## config.mk

```make
export PLATFORM = sky130hd
export DESIGN_NAME = dual_port_ram_256x8
export DESIGN_NICKNAME = d
export VERILOG_FILES = /design/src/rtl/ram_pkg.sv /design/src/rtl/ram_read_reg.sv /design/src/rtl/dual_port_ram_256x8.sv
export SDC_FILE = /design/constraint.sdc
export NUM_CORES = 2
export LEC_CHECK = 0
export CORE_MARGIN = 2
export CORE_UTILIZATION = 58
export DETAILED_ROUTE_END_ITERATION = 10
export PLACE_DENSITY = 0.77
export SKIP_LAST_GASP = 1
export SYNTH_ARGS = -nofsm -noshare
export SYNTH_HDL_FRONTEND = slang
export SYNTH_SLANG_ARGS = --single-unit
export TNS_END_PERCENT = 5
```

## constraint.sdc

```tcl
create_clock -name clk -period 2.2 [get_ports clk]
set_input_delay 0.55 -clock clk [delete_from_list [all_inputs] [get_ports clk]]
set_output_delay 0.55 -clock clk [all_outputs]
set_load 0.01 [all_outputs]
```

## src/rtl/ram_pkg.sv

```systemverilog
// Shared geometry and word/address types for the 256x8 simple dual-port RAM.
package ram_pkg;

  localparam int unsigned RAM_DATA_WIDTH = 8;
  localparam int unsigned RAM_ADDR_WIDTH = 8;
  localparam int unsigned RAM_DEPTH      = 256;

  typedef logic [RAM_DATA_WIDTH-1:0] ram_word_t;
  typedef logic [RAM_ADDR_WIDTH-1:0] ram_addr_t;

endpackage : ram_pkg

```

## src/rtl/ram_read_reg.sv

```systemverilog
// Read-enable-gated output register with asynchronous clear.
module ram_read_reg #(
  parameter int unsigned WIDTH = 8
) (
  input  logic             clk,
  input  logic             rst_n,
  input  logic             en_i,
  input  logic [WIDTH-1:0] d_i,
  output logic [WIDTH-1:0] q_o
);

  logic [WIDTH-1:0] q_q;
  logic [WIDTH-1:0] q_d;

  // Hold the last read value while the port is idle
  always_comb begin
    q_d = q_q;
    if (en_i) q_d = d_i;
  end

  always_ff @(posedge clk or negedge rst_n) begin
    if (!rst_n) q_q <= '0;
    else        q_q <= q_d;
  end

  assign q_o = q_q;

endmodule : ram_read_reg

```

## src/rtl/dual_port_ram_256x8.sv

```systemverilog
// Simple dual-port synchronous RAM: one write port, one registered read port,
// read-before-write on same-address collision, full clear on reset.
module dual_port_ram_256x8
  import ram_pkg::*;
#(
  parameter int unsigned DATA_WIDTH = RAM_DATA_WIDTH,
  parameter int unsigned ADDR_WIDTH = RAM_ADDR_WIDTH,
  parameter int unsigned DEPTH      = RAM_DEPTH
) (
  input  logic                  clk,
  input  logic                  rst_n,
  input  logic [DATA_WIDTH-1:0] data_in,
  input  logic                  we,
  input  logic                  re,
  input  logic [ADDR_WIDTH-1:0] wr_addr,
  input  logic [ADDR_WIDTH-1:0] rd_addr,
  output logic [DATA_WIDTH-1:0] data_out
);

  logic [DATA_WIDTH-1:0] mem_q [DEPTH];
  logic [DATA_WIDTH-1:0] mem_d [DEPTH];
  logic [DATA_WIDTH-1:0] rd_data_c;

  always_comb begin
    mem_d = mem_q;
    if (we) mem_d[wr_addr] = data_in;
  end

  // Storage is flop-based so reset can clear every word asynchronously
  always_ff @(posedge clk or negedge rst_n) begin
    if (!rst_n) begin
      for (int i = 0; i < int'(DEPTH); i++) mem_q[i] <= '0;
    end else begin
      mem_q <= mem_d;
    end
  end

  // Reads the pre-edge contents, giving read-before-write on collisions
  assign rd_data_c = mem_q[rd_addr];

  ram_read_reg #(
    .WIDTH (DATA_WIDTH)
  ) u_read_reg (
    .clk   (clk),
    .rst_n (rst_n),
    .en_i  (re),
    .d_i   (rd_data_c),
    .q_o   (data_out)
  );

endmodule : dual_port_ram_256x8

```

==> impl_metrics.csv <==
group,metric,value,unit
status,violations,"setup timing",
critical_path,worstReg2RegStart,"mem_q[741]",
drt,vias_per_cell,6.47,
pwr,p_sw_share,24.2,%
yosys,synthTopCellsByArea,"dfrtp_1 (55%), mux2_2 (25%), mux4_2 (7.4%)",
critical_path,arrival,3.15,ns
pwr,p_leak,55.0,nW
critical_path,end_kind,"flip-flop",
clock_tree,worstSkewPairLatency,0.85,ns
sta,tightest_slew,0.927,ns
sta,fin_skew,0.0376,ns
global_route,grt_pass1_vias,64500,
yosys,yosys_warnings,0,
yosys,syn_inst,6360,
yosys,ys_types,62,
sta,slew_headroom,38.2,%
global_route,grt_use_total,33.3,%
critical_path,r2r_slack,-0.15,ns
cells_and_area,nNetsFinal,7175,
die,die-height,407,µm
pwr,switching_power,20.5,mW
drt,drt_first_pass_iters,5,
global_route,grtUsageMet1,45.1,%
pwr,power_density,751,mW/mm²
critical_path,crit_path_frequent_cell,"buf_4",
cells_and_area,multi_input_area,0.0407,mm²
clock_tree,cts-root-buf,"clkbuf_16",
placement,gp_congestion,0.972,
worst_hold_path,hold-path-cell-count,2,
clock_tree,cts_tree,"yes",
yosys,synth.avg_cell_area,14.8,µm²
drt,drc,0,
drt,ant_nets,0,
worst_hold_path,min_from,"data_in[7]",
pwr,clkPwrFrac,42.4,%
critical_path,crit_path_start_kind,"input pin",
die,initial_core_util,58.6,%
sta,rsz0062_at_grt,"yes",
status,outcome,"finished with violations",
drt,num_vias,61400,
yosys,synth_top_area_cell,"dfrtp_1",
die,dieArea,0.166,mm²
die,die_w,407,µm
sta,max_freq,411,MHz
critical_path,required,2.92,ns
critical_path,reg2reg_depth,8,
clock_tree,clk_path_buf_depth,3,
clock_tree,htree_num_levels,4,
global_route,grt_pass1_wl,417000,µm
global_route,top_usage_layer,"met2",
placement,port-buffer-count,35,
global_route,met2_usage,51.3,%
drt,wl,276000,µm
sta,holdWs,0.247,ns
pwr,combPwrFrac,9.6,%
cells_and_area,postLayoutCoreUtil,70.0,%
cells_and_area,drive_above_1_share,52.3,%
critical_path,slowest_delay,0.51,ns
die,fp-row-count,147,
drt,drt-wirelength-per-cell,29.1,µm
critical_path,crit_chain,"clkdlybuf4s50_1, buf_12, nor2b_4, nand2_2, buf_4, buf_4, nor3_1, o21ai_0, nand3_1, nor4_2, buf_4, a211o_1",
clock_tree,clkTransAtPathRegs,0.06,ns
pwr,vdd_ir_drop_max,0.902,mV
cells_and_area,regArea,0.0515,mm²
yosys,async_reset_ff_share,100,%
pwr,power_frac_seq,48.0,%
placement,hpwl,188000,µm
sta,finalHoldViolCount,0,
yosys,seq_area_frac_synth,54.6,%
yosys,ys_seq_elements,2056,
clock_tree,clock-sinks,2056,
drt,drt-initial-drc-count,6188,
worst_hold_path,hp-class,"in -> reg",
yosys,synth_top_area_share,54.6,%
yosys,synth_commonest_cells,"dfrtp_1 (2056), mux2_2 (2052), mux2i_1 (395), mux4_2 (310), clkbuf_1 (299)",
die,top_level_ports,36,
critical_path,worst-setup-path-type,"in -> reg",
critical_path,slowest_stage,"clkdlybuf4s50_1",
clock_tree,cts_buffers,207,
pwr,p_int,64.2,mW
sta,finalMaxSlewViolations,0,
cells_and_area,fill_cells,10400,
critical_path,worstPathMaxFanout,10,
yosys,synthFlopType,"dfrtp_1",
sta,period_share,111,%
run,drv_cap,0,
cells_and_area,area_growth,19.4,%
yosys,synth-edff-count,0,
critical_path,r2r_end,"u_read_reg.q_o[5]",
sta,finalCriticalPeriod,2.43,ns
global_route,grt_max_degree,116,
sta,fin_ws,-0.232,ns
global_route,antenna_found_initial,13,
yosys,yosysMostFrequentCell,"dfrtp_1",
sta,setup_violations,11,
yosys,syn_area,0.0943,mm²
yosys,syn-num-nets,6388,
global_route,overflow,0,
worst_hold_path,worstHoldEndpoint,"mem_q[87]",
global_route,use_met3,8.14,%
die,placeableCoreArea,0.161,mm²
-- critical path, delay by kind of cell --
family | cells | cell delay (ns)
AO/OA/AOI/OAI | 2 | 0.53
AND/OR/NAND/NOR | 5 | 0.86
buffers and inverters | 5 | 1.19
-- logic make-up (layout without fill, tap and decap cells) --
kind of cell / Yosys count / in the layout / share of synthesized area [%]
multiplexers: 2772 / 2772 / 36.5
other: 0 / 8 / 0
AO/OA/AOI/OAI: 467 / 467 / 3.51
buffers and inverters: 483 / 1439 / 2.82
flip-flops: 2056 / 2056 / 54.6
AND/OR/NAND/NOR: 582 / 582 / 2.60
-- flip-flops by register name, indices dropped and copies added (netlist names) --
name            count
mem_q            2048
u_read_reg.q_o      8
-- cell type report --
type,count,area share [%]
timing repair buffer,1055,9.53
sequential,2056,45.7
antenna,8,0.0178
inverter,6,0.0233
clock inverter,66,0.662
multi-input combinational,3821,36.1
tap,2160,2.40
clock buffer,312,5.53
-- cell usage in the layout, fill, tap and decap left out, drive strengths merged, types with 67 or more instances in the layout --
| cell | instances |
|---|---|
| mux2 | 2052 |
| nor2 | 208 |
| o22ai | 123 |
| clkbuf | 322 |
| mux4 | 325 |
| nand2 | 260 |
| mux2i | 395 |
| o221ai | 67 |
| buf | 1022 |
| dfrtp | 2056 |
-- power by group through the flow --
stage               registers (mW)  logic (mW)  clock network [mW]
detailed placement            41.3        7.90                   0
global route                  40.8        8.57                37.9
finish                        40.6        8.12                35.9
CTS                           40.6        7.97                36.2
floorplan                     40.9        4.39                   0
global placement              41.1        7.68                   0
-- repair_timing --
action / in CTS / in global routing
pin swaps: 4 / 19
hold buffers: 1 / 0
hold endpoints to repair: 76 / 0
gates resized for setup: 49 / 62
endpoints found under the setup margin: 16 / 12
buffers inserted: 0 / 0
gates cloned: 0 / 2
-- stage by stage --
stage / instance area [µm²] / total power, mW / setup TNS, ns / cells / setup slack [ns]
3_5_place_dp: 105000 / 49.2 / -1034.61 / 9099 / -1.70
6_report: 113000 / 84.6 / -1.39 / 9484 / -0.232
5_1_grt: 113000 / 87.2 / -1.57 / 9476 / -0.205
3_3_place_gp: 105000 / 48.8 / -990.90 / 9098 / -2.34
4_1_cts: 112000 / 84.8 / -1.68 / 9477 / -0.216
2_1_floorplan: 94500 / 45.3 / -216.02 / 6360 / -0.377
-- worst max path at each step --
stage	start	endpoint	slack (ns)	depth (start not counted)
floorplan	rd_addr[0]	u_read_reg.q_o[6]	-0.38	10
global route	mem_q[440]	u_read_reg.q_o[0]	-0.20	9
global placement	rd_addr[5]	u_read_reg.q_o[3]	-2.34	11
detailed placement	rd_addr[0]	u_read_reg.q_o[2]	-1.70	11
finish	rd_addr[3]	u_read_reg.q_o[7]	-0.23	12
CTS	rd_addr[0]	u_read_reg.q_o[6]	-0.22	12
-- layer usage --
layer	part of all wire, %	vias to the layer above
met2	46	2673
met4	5.1	10
met1	39	32800
li1	-	25300
met5	0.035	-
met3	9.1	664
No activity file was read; power rests on OpenSTA's default activity.
